==> src/rtl/addsub_pkg.sv <==
// Shared types and helpers for the chunked add/subtract unit.
// Holds FSM encodings, mode constants and the saturation-value helper.
package addsub_pkg;

   typedef enum logic [1:0] {
      IDLE = 2'd0,
      RUN  = 2'd1,
      DONE = 2'd2
   } state_e;

   localparam logic MODE_ADD = 1'b0;
   localparam logic MODE_SUB = 1'b1;

   localparam int SAT_MAXW = 64;

   // Most positive value for a non-negative A, most negative otherwise
   function automatic logic [SAT_MAXW-1:0] sat_value(
      input logic sign,
      input int   width
   );
      logic [SAT_MAXW-1:0] msb;
      msb = SAT_MAXW'(1) << (width - 1);
      return sign ? msb : msb - SAT_MAXW'(1);
   endfunction

endpackage

==> src/rtl/chunked_addsub_unit_if.sv <==
// Operand/result handshake bundle for the chunked add/subtract unit.
// The producer/consumer side is master, the arithmetic unit is slave.
interface chunked_addsub_unit_if #(
   parameter int WIDTH = 16
);
   logic             in_valid;
   logic             in_ready;
   logic             M;
   logic             sat;
   logic [WIDTH-1:0] A;
   logic [WIDTH-1:0] B;
   logic             out_valid;
   logic             out_ready;
   logic [WIDTH-1:0] C;
   logic             cout;
   logic             V;
   logic             Z;
   logic             N;

   modport master (
      output in_valid, M, sat, A, B, out_ready,
      input  in_ready, out_valid, C, cout, V, Z, N
   );

   modport slave (
      input  in_valid, M, sat, A, B, out_ready,
      output in_ready, out_valid, C, cout, V, Z, N
   );
endinterface

==> src/rtl/chunk_adder.sv <==
// CHUNK-bit ripple adder built from full-adder cells.
// Also exposes the carry into its top bit for overflow detection.
module chunk_adder #(
   parameter int CHUNK = 4
) (
   input  logic [CHUNK-1:0] A,
   input  logic [CHUNK-1:0] X,
   input  logic             Cin,
   output logic [CHUNK-1:0] Sum,
   output logic             Cout,
   output logic             Cmsb
);

   logic [CHUNK:0] c;

   assign c[0] = Cin;

   for (genvar i = 0; i < CHUNK; i++) begin : g_fa
      assign Sum[i]  = A[i] ^ X[i] ^ c[i];
      assign c[i+1]  = (A[i] & X[i]) | (c[i] & (A[i] ^ X[i]));
   end

   assign Cout = c[CHUNK];
   assign Cmsb = c[CHUNK-1];

endmodule

==> src/rtl/chunked_addsub_unit.sv <==
// Multi-cycle add/subtract: one CHUNK-bit slice per cycle through a
// single shared ripple adder, with flags and optional saturation.
module chunked_addsub_unit
   import addsub_pkg::*;
#(
   parameter int WIDTH = 16,
   parameter int CHUNK = 4
) (
   input logic                  clk,
   input logic                  rst,
   chunked_addsub_unit_if.slave io
);

   localparam int NCHUNK = WIDTH / CHUNK;
   localparam int IW     = $clog2(NCHUNK) + 1;
   localparam logic [IW-1:0] LAST = IW'(NCHUNK - 1);

   if (WIDTH % CHUNK != 0) begin : g_bad_chunk
      $error("WIDTH must be a multiple of CHUNK");
   end
   if (WIDTH > SAT_MAXW) begin : g_bad_width
      $error("WIDTH exceeds saturation helper range");
   end

   state_e           state_q;
   logic [IW-1:0]    idx_q;
   logic [WIDTH-1:0] a_q;
   logic [WIDTH-1:0] x_q;
   logic [WIDTH-1:0] sum_q;
   logic             carry_q;
   logic             sat_q;
   logic             in_ready_q;
   logic             out_valid_q;
   logic [WIDTH-1:0] c_q;
   logic             cout_q;
   logic             v_q;
   logic             z_q;
   logic             n_q;

   logic [CHUNK-1:0] a_sl;
   logic [CHUNK-1:0] x_sl;
   logic [CHUNK-1:0] ca_sum;
   logic             ca_cout;
   logic             ca_cmsb;

   logic [SAT_MAXW-1:0] sat_full;
   logic [WIDTH-1:0]    sat_c;
   logic                unused_sat;
   logic [WIDTH-1:0]    res;
   logic [WIDTH-1:0]    fin;
   logic                ovf;

   assign a_sl = a_q[idx_q*CHUNK +: CHUNK];
   assign x_sl = x_q[idx_q*CHUNK +: CHUNK];

   chunk_adder #(
      .CHUNK (CHUNK)
   ) u_chunk (
      .A    (a_sl),
      .X    (x_sl),
      .Cin  (carry_q),
      .Sum  (ca_sum),
      .Cout (ca_cout),
      .Cmsb (ca_cmsb)
   );

   assign sat_full   = sat_value(a_q[WIDTH-1], WIDTH);
   assign sat_c      = sat_full[WIDTH-1:0];
   assign unused_sat = ^sat_full;

   // On the last chunk the adder's own carries are the MSB carries
   always_comb begin
      res = sum_q;
      res[idx_q*CHUNK +: CHUNK] = ca_sum;
      ovf = ca_cmsb ^ ca_cout;
      fin = (sat_q && ovf) ? sat_c : res;
   end

   always_ff @(posedge clk or posedge rst) begin
      if (rst) begin
         state_q     <= IDLE;
         idx_q       <= '0;
         a_q         <= '0;
         x_q         <= '0;
         sum_q       <= '0;
         carry_q     <= 1'b0;
         sat_q       <= 1'b0;
         in_ready_q  <= 1'b1;
         out_valid_q <= 1'b0;
         c_q         <= '0;
         cout_q      <= 1'b0;
         v_q         <= 1'b0;
         z_q         <= 1'b0;
         n_q         <= 1'b0;
      end else begin
         unique case (state_q)
            IDLE: begin
               if (io.in_valid && in_ready_q) begin
                  a_q        <= io.A;
                  x_q        <= io.B ^ {WIDTH{io.M}};
                  carry_q    <= (io.M == MODE_SUB);
                  sat_q      <= io.sat;
                  idx_q      <= '0;
                  in_ready_q <= 1'b0;
                  state_q    <= RUN;
               end
            end
            RUN: begin
               sum_q[idx_q*CHUNK +: CHUNK] <= ca_sum;
               carry_q <= ca_cout;
               if (idx_q == LAST) begin
                  idx_q       <= '0;
                  c_q         <= fin;
                  cout_q      <= ca_cout;
                  v_q         <= ovf;
                  z_q         <= (fin == '0);
                  n_q         <= fin[WIDTH-1];
                  out_valid_q <= 1'b1;
                  state_q     <= DONE;
               end else begin
                  idx_q <= idx_q + 1'b1;
               end
            end
            DONE: begin
               if (io.out_ready) begin
                  out_valid_q <= 1'b0;
                  in_ready_q  <= 1'b1;
                  state_q     <= IDLE;
               end
            end
            default: begin
               idx_q       <= '0;
               in_ready_q  <= 1'b1;
               out_valid_q <= 1'b0;
               state_q     <= IDLE;
            end
         endcase
      end
   end

   assign io.in_ready  = in_ready_q;
   assign io.out_valid = out_valid_q;
   assign io.C         = c_q;
   assign io.cout      = cout_q;
   assign io.V         = v_q;
   assign io.Z         = z_q;
   assign io.N         = n_q;

endmodule

==> src/flat_wrapper.sv <==
// flat-port wrapper written by rule: the top's interface ports become plain ports
module chunked_addsub_unit_flat import addsub_pkg::*;
#(
   parameter int WIDTH = 16,
   parameter int CHUNK = 4
)
  (clk, rst, io_in_valid, io_M, io_sat, io_A, io_B, io_out_ready, io_in_ready, io_out_valid, io_C, io_cout, io_V, io_Z, io_N);
  chunked_addsub_unit_if #(.WIDTH(WIDTH)) io_i ();
  input logic clk;
  input logic rst;
  input wire logic [$bits(io_i.in_valid)-1:0] io_in_valid;
  input wire logic [$bits(io_i.M)-1:0] io_M;
  input wire logic [$bits(io_i.sat)-1:0] io_sat;
  input wire logic [$bits(io_i.A)-1:0] io_A;
  input wire logic [$bits(io_i.B)-1:0] io_B;
  input wire logic [$bits(io_i.out_ready)-1:0] io_out_ready;
  output wire logic [$bits(io_i.in_ready)-1:0] io_in_ready;
  output wire logic [$bits(io_i.out_valid)-1:0] io_out_valid;
  output wire logic [$bits(io_i.C)-1:0] io_C;
  output wire logic [$bits(io_i.cout)-1:0] io_cout;
  output wire logic [$bits(io_i.V)-1:0] io_V;
  output wire logic [$bits(io_i.Z)-1:0] io_Z;
  output wire logic [$bits(io_i.N)-1:0] io_N;
  assign io_i.in_valid = io_in_valid;
  assign io_i.M = io_M;
  assign io_i.sat = io_sat;
  assign io_i.A = io_A;
  assign io_i.B = io_B;
  assign io_i.out_ready = io_out_ready;
  assign io_in_ready = io_i.in_ready;
  assign io_out_valid = io_i.out_valid;
  assign io_C = io_i.C;
  assign io_cout = io_i.cout;
  assign io_V = io_i.V;
  assign io_Z = io_i.Z;
  assign io_N = io_i.N;
  chunked_addsub_unit #(.WIDTH(WIDTH), .CHUNK(CHUNK)) u_core (.clk(clk), .rst(rst), .io(io_i));
endmodule
==> config.mk <==
export PLATFORM = sky130hd
export DESIGN_NAME = chunked_addsub_unit_flat
export DESIGN_NICKNAME = d
export VERILOG_FILES = /design/src/rtl/addsub_pkg.sv /design/src/rtl/chunked_addsub_unit_if.sv /design/src/rtl/chunk_adder.sv /design/src/rtl/chunked_addsub_unit.sv /design/src/flat_wrapper.sv
export SDC_FILE = /design/constraint.sdc
export NUM_CORES = 1
export LEC_CHECK = 0
export ABC_AREA = 1
export ABC_CLOCK_PERIOD_IN_PS = 5100
export CAP_MARGIN = 40
export CORE_MARGIN = 2
export CORE_UTILIZATION = 54
export DETAILED_ROUTE_END_ITERATION = 8
export GPL_TIMING_DRIVEN = 0
export PLACE_DENSITY = 0.92
export SYNTH_ARGS = -nofsm -noshare
export SYNTH_HDL_FRONTEND = slang
export SYNTH_SLANG_ARGS = --single-unit
==> constraint.sdc <==
create_clock -name clk -period 5.1 [get_ports clk]
set_input_delay 0.51 -clock clk [delete_from_list [all_inputs] [get_ports clk]]
set_output_delay 0.51 -clock clk [all_outputs]
set_load 0.03 [all_outputs]
==> results of run 1 <==
-- layout make-up --
| cell class | instances | area [um2] | area share (%) |
|---|---|---|---|
| Sequential cell | 76 | 1900 | 39.5 |
| Multi-Input combinational cell | 326 | 1710 | 35.5 |
| Timing Repair Buffer | 59 | 601 | 12.5 |
| Inverter | 42 | 163 | 3.38 |
| Clock buffer | 10 | 128 | 2.65 |
| Tap cell | 96 | 120 | 2.49 |
| Buffer | 22 | 104 | 2.16 |
| Clock inverter | 6 | 87.6 | 1.82 |
-- state kept, by name (all words and copies together), names as in the netlist, 2 cells and up --
register        count
u_core.io.C        15
u_core.idx_q        3
u_core.state_q      2
u_core.sum_q       16
u_core.a_q         16
u_core.x_q         16
-- logic make-up (layout without fill, tap and decap cells) --
kind of cell / after synthesis / count (layout)
buffers and inverters: 64 / 139
adder cells (fa/ha/maj): 7 / 7
flip-flops: 76 / 76
AND/OR/NAND/NOR: 208 / 208
XOR/XNOR: 17 / 17
AO/OA/AOI/OAI: 94 / 94
-- routing by layer --
| layer | track usage (%) | share of wire, % | vias to the layer above |
|---|---|---|---|
| met5 | 0 | 0 | - |
| met4 | 14.2 | 4.3 | 0 |
| met3 | 4.66 | 4.5 | 33 |
| met2 | 42.5 | 50 | 133 |
| met1 | 28.9 | 41 | 1635 |
| li1 | - | - | 1650 |
-- final timing paths --
| kind | from | to | slack [ns] | cells past startpoint |
|---|---|---|---|---|
| setup / recovery | u_core.idx_q[0] | u_core.io.N | 0.93 | 18 |
| hold / removal | u_core.a_q[4] | u_core.a_q[4] | 0.48 | 2 |
| setup reg to reg | u_core.idx_q[0] | u_core.io.N | 0.93 | 18 |
| hold reg to reg | u_core.a_q[4] | u_core.a_q[4] | 0.48 | 2 |
| max in group asynchronous | rst | u_core.io.in_ready | 3.97 | 3 |
| min in group asynchronous | rst | u_core.io.C[8] | 0.50 | 2 |
-- cells in the final DEF, fill, tap and decap left out, types with 4 or more instances in the layout --
| cell type | netlist | layout |
|---|---|---|
| nand3_1 | 24 | 24 |
| nor2_1 | 38 | 38 |
| clkdlybuf4s50_1 | 0 | 58 |
| xnor2_1 | 10 | 10 |
| buf_2 | 5 | 5 |
| clkbuf_8 | 0 | 9 |
| nand4_1 | 6 | 6 |
| dfrtp_1 | 75 | 75 |
| nand2_1 | 119 | 119 |
| inv_2 | 4 | 4 |
| o21ai_0 | 57 | 57 |
| fa_1 | 4 | 4 |
| inv_1 | 37 | 36 |
| a31oi_1 | 4 | 4 |
| clkbuf_1 | 12 | 13 |
| xor2_1 | 6 | 6 |
| nand2_2 | 4 | 4 |
| a21oi_1 | 18 | 18 |
| o22a_1 | 4 | 4 |
| o22ai_1 | 5 | 5 |
-- where the power goes --
part / switching [W] / internal [W]
logic: 0.00121 / 0.000692
registers: 0.000147 / 0.000865
clock network: 0.000233 / 0.000277
-- worst reg2reg max path, delay by kind of cell, from the launching register on --
| family | cells | cell delay (ns) |
|---|---|---|
| xor+xnor | 1 | 0.25 |
| flops | 1 | 0.40 |
| simple gates | 2 | 0.39 |
| fa+ha+maj | 4 | 1.26 |
| buf+inv | 8 | 1.14 |
| compound gates | 3 | 0.64 |
-- through the flow --
step / cells / util, % / hold WS [ns] / power (W)
6_report: 637 / 70.1 / 0.477 / 0.00342
5_1_grt: 637 / 70.1 / 0.494 / 0.00367
4_1_cts: 637 / 70.1 / 0.474 / 0.00340
3_5_place_dp: 621 / 67.0 / 0.454 / 0.00289
3_3_place_gp: 620 / 66.6 / 0.453 / 0.00281
2_1_floorplan: 466 / - / 0.437 / 0.00232
==> reports/results.ini, run 1 <==
[synth]
synth-simple-area-share_pct = 23.9
yosys.area.top_type = dfrtp_1
muxShareOfSynthArea_pct = 0
ys_seq_area_share_pct = 49.1
ys_ff_latch = 76
synth_cell_types = 37
synth_edf_count = 0
yosysMostFrequentCell = nand2_1
syn_nets = 511
syn_area_um2 = 3880
yosys-top-cells-count = nand2_1, dfrtp_1, o21ai_0
ys_top_cells_by_area = dfrtp_1, nand2_1, o21ai_0
avgSynthCellArea_um2 = 8.32
synth_top_cell_area_share_pct = 48.4
synth_compound_area_share_pct = 13.2
ys_async_sr_fraction_pct = 100
yosysWarnings = 0
synthXorXnorAreaFrac_pct = 4.03
synth_adder_area_share_pct = 3.03
syn_inst = 466
synth_top_family_by_area = simple AND/OR/NAND/NOR gates
ys.flop_type = dfrtp_1

[worst_setup_path]
end_kind = flop
path_cells = buf_6 > inv_2 > clkbuf_1 > o21ai_0 > a21oi_1 > fa_1 > inv_1 > fa_1 > inv_1 > fa_1 > inv_1 > fa_1 > xnor2_2 > nand3_1 > nand2_1 > inv_1 > buf_2 > a22o_1
required_ns = 5.36
cp-start-kind = flop
cp.arrival_ns = 4.42
cpLargestDelayFamily = adder cells
critPathBufInv = 8
path_class = flop to flop
worstPathMaxFanout = 10
slowest_stage = fa_1
max_stage_delay_ns = 0.46

[clock_network]
clockBufferDepth = 2
clk_pin_slew_ns = 0.09
cts.sinks = 76
postCtsSetupBuffers = 0
clock_latency_ns = 0.36
htree_levels = 3
cts_made_buffers = 9
cts_resized = 0
cts_root_buf = clkbuf_8
cts_tree = built
ctsHoldBuffers = 0

[cells_and_area]
area_growth_pct = 24.2
drive_above_1_share_pct = 9.43
final_cell_area_um2 = 4810
antennaDiodeCount = 0
nNetsFinal = 581
fillers = 508

[timing]
finClkSkew_ns = 0.0142
hold_viol = 0
grt_setup_unrepaired = no
tightestPinTransition_ns = 0.464
setup_viol = 0
slew_viol_final = 0
tns_ns = 0
fin_crit_ns = 4.17
setup_slack_ns = 0.935
max-slew-margin-rel_pct = 68.9
finalCritPeriodShare_pct = 81.7
max_freq_mhz = 240

[routing]
ant_nets = 0
drt-total-wl_um = 8960
vias = 3451
drc = 0
drt-initial-drc-count = 265
wire_per_inst_um = 14.1
drtPass1Iterations = 6
drt-vias-per-instance = 5.42

[grt]
grt_max_degree = 44
grt_overflow = 0
grt_pass1_wl_um = 14800
grt_pass1_vias = 3364
track_usage_pct = 24.7
antenna_found_initial = 0

[die]
ios = 60
core_um2 = 6870
die_width_um = 88.7
start_util_pct = 56.4
die_area_um2 = 7870
dieHeight_um = 88.7
rows = 30

[min_path]
hp-class = flop to flop

[placement]
dpl.hpwl_um = 6880
numPortBuffers = 58
place.gp.congestion = 0.956
dpl_cell_area_um2 = 4600
preCtsSetupSlack_ns = 0.987

[pwr]
p_per_area_nw_per_um2 = 710
p_leak_nw = 2.25
ir_drop_v = 0.000334

[run_status]
status = completed

[job]
drv_cap = 0

(Power assumes the default switching activity.)
==> inputs of run 2 (changes only) <==
- ABC_CLOCK_PERIOD_IN_PS: 5100 -> 3600
- CORE_UTILIZATION: 54 -> 49
- PLACE_DENSITY: 0.92 -> 0.89
- clock period: 5.1 -> 3.6 ns (I/O delays scaled with it)
==> run 2 against run 1 <==
Compared with the run above: largest power group unchanged; largest cell class unchanged; power rose by 56%; sequential power grew 42%; critical endpoint is now u_core.io.Z; highest routed layer unchanged; critical path type unchanged; die area is 9.7% higher; count of clock-buffer cells in the layout up 1; via count up 2.2%; non-clock buffer count increased by 15; fmax up 20%.
==> reports/results.ini, run 2 (same netlist as run 1, synthesis figures left out) <==
[run_status]
status = completed

[worst_setup_path]
worstReg2RegEnd = u_core.io.Z
path_cells = buf_6 > buf_8 > a21oi_2 > o21ai_1 > a21oi_2 > fa_2 > inv_2 > fa_2 > inv_2 > fa_2 > inv_2 > fa_2 > xnor2_4 > nand2_2 > buf_6 > o211ai_1 > nand2_1 > nor3_2 > nand3_1 > nand2_1
rr_worst_depth = 20  ; +2
end_kind = flop
crit_top_cell = fa_2
worstPathMaxFanout = 10  ; unchanged
slowest_stage = dfrtp_1
cpLargestDelayFamily = adder cells
required_ns = 3.90  ; -1.46 ns
r2r_slack_ns = 0.13  ; -0.80 ns
r2r_start = u_core.idx_q[0]
max_stage_delay_ns = 0.39  ; -0.07 ns
critPathBufInv = 6  ; -2
cp-start-kind = flop
cp.arrival_ns = 3.77  ; -0.65 ns
path_class = flop to flop

[cells_and_area]
final_util_pct = 65.2  ; -4.9 points
final_cell_mix = nand2_1, dfrtp_1, clkdlybuf4s50_1
multi_input_area_um2 = 1770  ; +3.7%
largestRegisters = u_core.a_q (16), u_core.sum_q (16), u_core.x_q (16)
layout_commonest_cell = nand2_1
seq_area_um2 = 1900  ; about the same
antennaDiodeCount = 0  ; unchanged
area_growth_pct = 29.3
stdcell_count = 657  ; +3.1%
drive_above_1_share_pct = 15.3  ; +5.9 points
nNetsFinal = 596  ; +2.6%
fillers = 627  ; +23%

[timing]
setup_viol = 0  ; unchanged
hold_viol = 0  ; unchanged
finClkSkew_ns = 0.0119  ; -0.00233 ns
fin_crit_ns = 3.47  ; -0.699 ns
max-slew-margin-rel_pct = 64.4  ; -4.5 points
slew_viol_final = 0  ; unchanged
max_freq_mhz = 288  ; +20%
finalCritPeriodShare_pct = 96.3  ; +15 points
tightestPinTransition_ns = 0.528  ; +0.0642 ns

[job]
drv_cap = 0  ; unchanged

[routing]
wire_per_inst_um = 14.4  ; +2.7%
ant_nets = 0  ; unchanged
drtPass1Iterations = 5  ; -1
drt-total-wl_um = 9490  ; +6.0%
drt-initial-drc-count = 178  ; -33%
drc = 0  ; unchanged
drt-vias-per-instance = 5.37  ; -0.88%
vias = 3528  ; +2.2%

[clock_network]
cts_tree = built
cts_root_buf = clkbuf_8
clock_latency_ns = 0.36  ; about the same
htree_levels = 3  ; unchanged
cts_made_buffers = 9  ; unchanged
clk_pin_slew_ns = 0.08  ; about the same
clockBufferDepth = 2  ; unchanged
cts.sinks = 76  ; unchanged

[grt]
antenna_found_initial = 0  ; unchanged
grt_overflow = 0  ; unchanged
grt_pass1_wl_um = 15800  ; +6.8%
track_usage_pct = 23.3  ; -1.4 points
grt_max_degree = 51  ; +16%
grt_pass1_vias = 3462  ; +2.9%

[die]
rows = 32  ; +6.7%
die_width_um = 92.9  ; +4.8%
start_util_pct = 50.4  ; -6.0 points
die_area_um2 = 8640  ; +9.7%
ios = 60  ; unchanged
core_um2 = 7690  ; +12%
dieHeight_um = 92.9  ; +4.8%

[pwr]
ir_drop_v = 0.000493  ; +48%
p_per_area_nw_per_um2 = 1060  ; +50%
p_leak_nw = 2.33  ; +3.5%

[placement]
dpl.hpwl_um = 6890  ; +0.23%
dp.cells = 627  ; +0.97%
place.gp.congestion = 0.937  ; -2.0%
numPortBuffers = 58  ; unchanged

[min_path]
hp-class = primary input to async pin

[run 2: changes by cell type in the layout (fill, tap and decap cells not counted), moves of 3 or more]
cell      delta
nand3_2      +3
o21ai_1      +3
nand3_1      -4
inv_1        -3
clkbuf_1     -3
fa_1         -4
o21ai_0      -3
buf_6        +4
nand2_1      -3
nand2_2      +3
fa_2         +4
buf_4       +12
[run 2: routing by layer]
layer	up-vias	track usage, %	part of all wire (%)	wire length [um]
li1	1682	-	-	-
met1	1698	28.5	41	3930
met2	117	39.3	50	4780
met3	31	4.64	4.7	448
met4	0	11.6	3.5	333
met5	-	0	0	0
[run 2: worst register-to-register path, delay by kind of cell (launching register included)]
| family | cells | cell delay [ns] |
|---|---|---|
| AOI/OAI and AO/OA | 4 | 0.53 |
| xor gates and xnor gates | 1 | 0.22 |
| adders and majority gates | 4 | 1.18 |
| buffers and inverters | 6 | 0.59 |
| DFF | 1 | 0.39 |
| and+or+nand+nor | 5 | 0.51 |
[run 2: repair_timing]
action                                  CTS  global route
buffers inserted                          8             8
pin swaps                                 9            12
hold buffers                              0             0
gates cloned                              0             0
endpoints found under the setup margin   17            15
resized for setup                        17            24
[run 2: cell type report]
type                    instances  area share [%]
plain buffers                  21            2.52
well taps                     102            2.55
clock buffers                  11            2.62
inverters                      42            3.30
flip-flops and latches         76            38.0
multi-input cells             326            35.4
clock inverters                 4            1.02
repair buffers                 75            14.6
[run 2: power by group]
part | total, W | switching, W | internal [W]
logic | 0.00327 | 0.00192 | 0.00135
registers | 0.00143 | 0.000205 | 0.00123
clock network | 0.000628 | 0.000312 | 0.000317
[run 2: worst max path at each step]
stage               startpoint     endpoint  cells after the start  slack (ns)
3_5_place_dp   u_core.idx_q[0]  u_core.io.N                     18       -0.65
4_1_cts        u_core.idx_q[1]  u_core.io.Z                     19       0.004
6_report       u_core.idx_q[0]  u_core.io.Z                     20        0.13
3_3_place_gp   u_core.idx_q[0]  u_core.io.N                     18       -0.56
2_1_floorplan  u_core.idx_q[0]  u_core.io.N                     18        0.05
5_1_grt        u_core.idx_q[0]  u_core.io.Z                     20       -0.02
[run 2: per-stage QoR]
stage          hold slack (ns)  setup TNS, ns  cell area, um2  total power (W)  worst slack [ns]
2_1_floorplan            0.437              0            3880          0.00329            0.0504
3_5_place_dp             0.457          -8.22            4610          0.00412            -0.653
6_report                 0.330              0            5010          0.00532             0.134
3_3_place_gp             0.454          -6.76            4580          0.00400            -0.558
4_1_cts                  0.347              0            4900          0.00502           0.00361
5_1_grt                  0.358        -0.0260            5010          0.00571           -0.0217
==> RTL edit 1, RTL diff (flow settings as in run 1) <==
Re-encode `state_e` (3 states) as one-hot, 3 bits wide.
--- a/src/rtl/addsub_pkg.sv
+++ b/src/rtl/addsub_pkg.sv
@@ -3,8 +3,8 @@
 package addsub_pkg;
 
-   typedef enum logic [1:0] {
-      IDLE = 2'd0,
-      RUN  = 2'd1,
-      DONE = 2'd2
+   typedef enum logic [2:0] {
+      IDLE = 3'b001,
+      RUN  = 3'b010,
+      DONE = 3'b100
    } state_e;
 
Behaviour: same outputs for any inputs over 10 cycles, from zero or initial values and one cycle with rst high; not proved beyond that.
==> RTL edit 1 against run 1 <==
  * Total power down 19%
  * Worst setup slack got worse by 0.23 ns
  * Worst hold slack better by 0.0022 ns
  * Clock skew down 0.0060 ns
  * Non-clock buffer count stayed put
  * First-iteration DRC count down 9.4%
  * Cell area is 1.5% higher
  * Critical path depth is the same
  * Cell count is 4.6% higher
  * Synthesized area grew 2.1%
  * Routed wire length up 3.0%
  * Sequential power decreased by 14%
  * Sequential cell count increased by 1
  * Critical path type unchanged
  * Critical endpoint unchanged
==> RTL edit 1: results (changes against run 1) <==
| Metric | Value |
|---|---|
| Yosys cell types | `36 (-2.7%)` |
| DR iter-0 viols | `240 (-9.4%)` |
| Core footprint | `0.00718 mm^2 (+4.5%)` |
| WL per Instance | `13.9 um (-1.5%)` |
| HPWL after DPL | `6970 um (+1.4%)` |
| RePlAce Congestion | `0.887 (-7.2%)` |
| Status | `complete, no violations` |
| Most frequent cells after synthesis | `nand2_1 (167), dfrtp_1 (75), o21ai_0 (49)` |
| Detailed-route via count | `3501 (+1.4%)` |
| Relative slew slack | `64.1% (-4.8 points)` |
| Worst Path Arrival | `4.64 ns (+0.22 ns)` |
| Post-Synth XOR/XNOR Area | `3.95% (-0.084 points)` |
| First-pass GRT wire length | `15800 um (+6.4%)` |
| Met1 Use GR | `31.3% (+2.4 points)` |
| Layout Nets | `611 (+5.2%)` |
| Register area share after synthesis | `48.7% (-0.36 points)` |
| Synth Net Count | `541 (+5.9%)` |
| Top cells by area, synth | `dfrtp_1 (47%), nand2_1 (16%), o21ai_0 (6.2%), nor2_1 (4.2%), inv_1 (3.5%)` |
| Initial DRT Pass Iterations | `4 (-2)` |
| Share of layout cells above drive strength 1 | `8.29% (-1.1 points)` |
| Overall routing resource usage | `25.5% (+0.81 points)` |
| Clock Skew | `0.00821 ns (-0.00598 ns)` |
| Synth Area in Compound Gates | `11.5% (-1.7 points)` |
| Pre-CTS setup slack | `0.829 ns (-0.159 ns)` |
| Crit path max fanout | `11 (+1)` |
| Post-Synth Adder-Cell Area | `3.92% (+0.88 points)` |
[RTL edit 1: cell types whose count changed after synthesis, sizes merged, moves of 4 or more]
| cell | delta |
|---|---|
| nand2 | +44 |
| o21ai | -9 |
| nand3 | -8 |
| nand4 | -4 |
[RTL edit 1: through the flow]
step                      utilization (%)  cell area [um^2]  total power [mW]  instances
after floorplan                         -              3960              1.89        493
after global placement               65.0              4660              2.21        650
after global routing                 68.1              4880              2.99        666
after detailed placement             65.3              4690              2.28        651
final                                68.1              4880              2.77        666
after CTS                            68.1              4880              2.75        666
[RTL edit 1: worst paths after layout]
check / end / start / slack [ns]
worst min register to register: u_core.a_q[12]$_DFFE_PP0P_ / u_core.a_q[12]$_DFFE_PP0P_ / 0.48
worst max-delay path: u_core.io.N$_DFFE_PP0P_ / u_core.idx_q[0]$_DFFE_PP0P_ / 0.70
worst max register to register: u_core.io.N$_DFFE_PP0P_ / u_core.idx_q[0]$_DFFE_PP0P_ / 0.70
worst min-delay path: u_core.a_q[12]$_DFFE_PP0P_ / u_core.a_q[12]$_DFFE_PP0P_ / 0.48
min in group asynchronous: u_core.io.Z$_DFFE_PP0P_ / rst / 0.52
max in group asynchronous: u_core.io.in_ready$_DFFE_PP1P_ / rst / 3.95
[RTL edit 1: final cells by class]
class                      instances  area (um^2)
fill                             561         2290
inverter                          43          164
buffer                            22          123
clock buffer                      11          151
tap                               99          124
sequential                        77         1930
clock inverter                     4         47.5
timing repair buffer              59          601
multi-input combinational        351         1750
[RTL edit 1: layer usage]
layer / wire length (um) / vias up
met3: 514 / 25
met5: 0 / -
li1: - / 1693
met1: 4010 / 1660
met2: 4470 / 123
met4: 231 / 0
[RTL edit 1: power breakdown]
part	switching [mW]	internal (mW)
clock network	0.224	0.248
logic	0.914	0.511
registers	0.0912	0.777
total	1.23	1.54
==> RTL edit 2, RTL diff (config.mk and constraints of run 1) <==
Without the edit above. `CHUNK` is set to 4 in 3 places; all go to 2.
--- a/src/rtl/chunk_adder.sv
+++ b/src/rtl/chunk_adder.sv
@@ -2,5 +2,5 @@
 // Also exposes the carry into its top bit for overflow detection.
 module chunk_adder #(
-   parameter int CHUNK = 4
+   parameter int CHUNK = 2
 ) (
    input  logic [CHUNK-1:0] A,
--- a/src/rtl/chunked_addsub_unit.sv
+++ b/src/rtl/chunked_addsub_unit.sv
@@ -5,5 +5,5 @@
 #(
    parameter int WIDTH = 16,
-   parameter int CHUNK = 4
+   parameter int CHUNK = 2
 ) (
    input logic                  clk,
--- a/src/flat_wrapper.sv
+++ b/src/flat_wrapper.sv
@@ -3,5 +3,5 @@
 #(
    parameter int WIDTH = 16,
-   parameter int CHUNK = 4
+   parameter int CHUNK = 2
 )
   (clk, rst, io_in_valid, io_M, io_sat, io_A, io_B, io_out_ready, io_in_ready, io_out_valid, io_C, io_cout, io_V, io_Z, io_N);
Behaviour: not the same (Yosys sat finds a counterexample within 10 cycles, from zero or initial values and one cycle with rst high).
==> RTL edit 2 against run 1 <==
  * Routed wire length grew 9.9%
  * Synthesized area grew 5.8%
  * Worst hold slack gained 0.010 ns
  * Worst setup slack gained 0.074 ns
  * Cell area grew 3.8%
  * Cell count grew 7.4%
  * Sequential cell count grew 1
  * Total power grew 3.3%
  * Critical endpoint is now u_core.io.Z$_DFFE_PP0P_
==> RTL edit 2: results (changes against run 1) <==
| Metric | Value |
|---|---|
| Status | `complete, no violations` |
| Synth Net Count | `556 (+8.8%)` |
| Yosys cell types | `40 (+8.1%)` |
| Post-Synth XOR/XNOR Area | `3.84% (-0.19 points)` |
| Register area share after synthesis | `47.0% (-2.1 points)` |
| Register-to-register setup slack | `1.01 ns (+0.07 ns)` |
| Min Hold Slack | `0.487 ns (+0.00998 ns)` |
| Clk. pwr | `397 uW (-22%)` |
| PostCTS Resize Cnt | `0 (unchanged)` |
| Vias in the first global route | `3808 (+13%)` |
| Worst IR drop on VDD | `0.327 mV (-2.0%)` |
| Pin count of the biggest net entering global routing | `51 (+16%)` |
| Int Power | `1.79 mW (-2.3%)` |
| Reg2Reg Depth | `19 (+1)` |
| RePlAce Congestion | `0.862 (-9.8%)` |
| Synth Instances | `510 (+9.4%)` |
| HPWL after DPL | `7320 um (+6.5%)` |
| Number of non-clock inverters | `46 (+9.5%)` |
| Vias/cell | `5.56 (+2.6%)` |
| Die width | `91.2 um (+2.7%)` |
| Clock Skew | `0.00948 ns (-0.00472 ns)` |
| Share of layout cells above drive strength 1 | `10.1% (+0.66 points)` |
| Worst Tran Pin Value | `0.586 ns (+0.122 ns)` |
| DRT Wirelength | `9850 um (+9.9%)` |
| Layout fillers | `574 (+13%)` |
| First-pass GRT wire length | `17100 um (+16%)` |
| Layout clock buffers | `11 (+1)` |
| Initial DRT Pass Iterations | `6 (unchanged)` |
| Top cells by area, synth | `dfrtp_1 (46%), nand2_1 (12%), o21ai_0 (7.3%), nand3_1 (5.1%), nor2_1 (3.7%)` |
| Multi-input gate area | `0.00187 mm^2 (+9.4%)` |
| F_max | `244 MHz (+1.8%)` |
| Multi-input gates | `364 (+12%)` |
| Critical Path Sink | `u_core.io.Z$_DFFE_PP0P_` |
| Non-Filler Instances | `684 (+7.4%)` |
| Buffers excl. clock | `82 (+1.2%)` |
| Post-Place Cell Area | `0.00484 mm^2 (+5.1%)` |
| GR Util met2 | `42.2% (-0.25 points)` |
| Met3 global-route usage | `4.15% (-0.51 points)` |
| Signal buf overhead | `14.7% (+0.091 points)` |
| Post-Synth Adder-Cell Area | `2.81% (-0.23 points)` |
| LEAKAGE | `2.35 nW (+4.4%)` |
| Most frequent cells after synthesis | `nand2_1 (133), dfrtp_1 (76), o21ai_0 (60)` |
| Final clock-cell share | `3.23% (-1.2 points)` |
| Post-Place Cells | `668 (+7.6%)` |
| Synth Area in Compound Gates | `12.7% (-0.48 points)` |
| Met1 Use GR | `31.5% (+2.6 points)` |
| Layout Nets | `626 (+7.7%)` |
| Overall routing resource usage | `25.3% (+0.53 points)` |
| Pre-CTS setup slack | `1.20 ns (+0.211 ns)` |
| Fraction of area in multi-input gates | `37.4% (+1.9 points)` |
==> RTL edit 2: cell types whose count changed in the layout (fill, tap and decap cells not counted), sizes merged, moves of 2 or more <==
cell      delta
o21ai        +4
inv          +2
nor3         -3
bufinv       -2
fa           -2
xor2         +2
ha           +3
buf          +2
clkinvlp     +2
nand3       +18
nand2       +15
nor2         +3
==> RTL edit 2: layer usage <==
layer  wire (um)  part of all wire (%)
met1        4080                    41
met2        4870                    49
met3         504                   5.1
met4         393                   4.0
met5           0                     0
==> RTL edit 2: worst max-delay path: cells and delay by family (launching register included) <==
family / cells / cell delay (ns)
buf+inv: 5 / 0.87
simple gates: 6 / 0.66
fa+ha+maj: 2 / 0.73
xor+xnor: 1 / 0.33
flops: 1 / 0.42
compound gates: 5 / 0.99
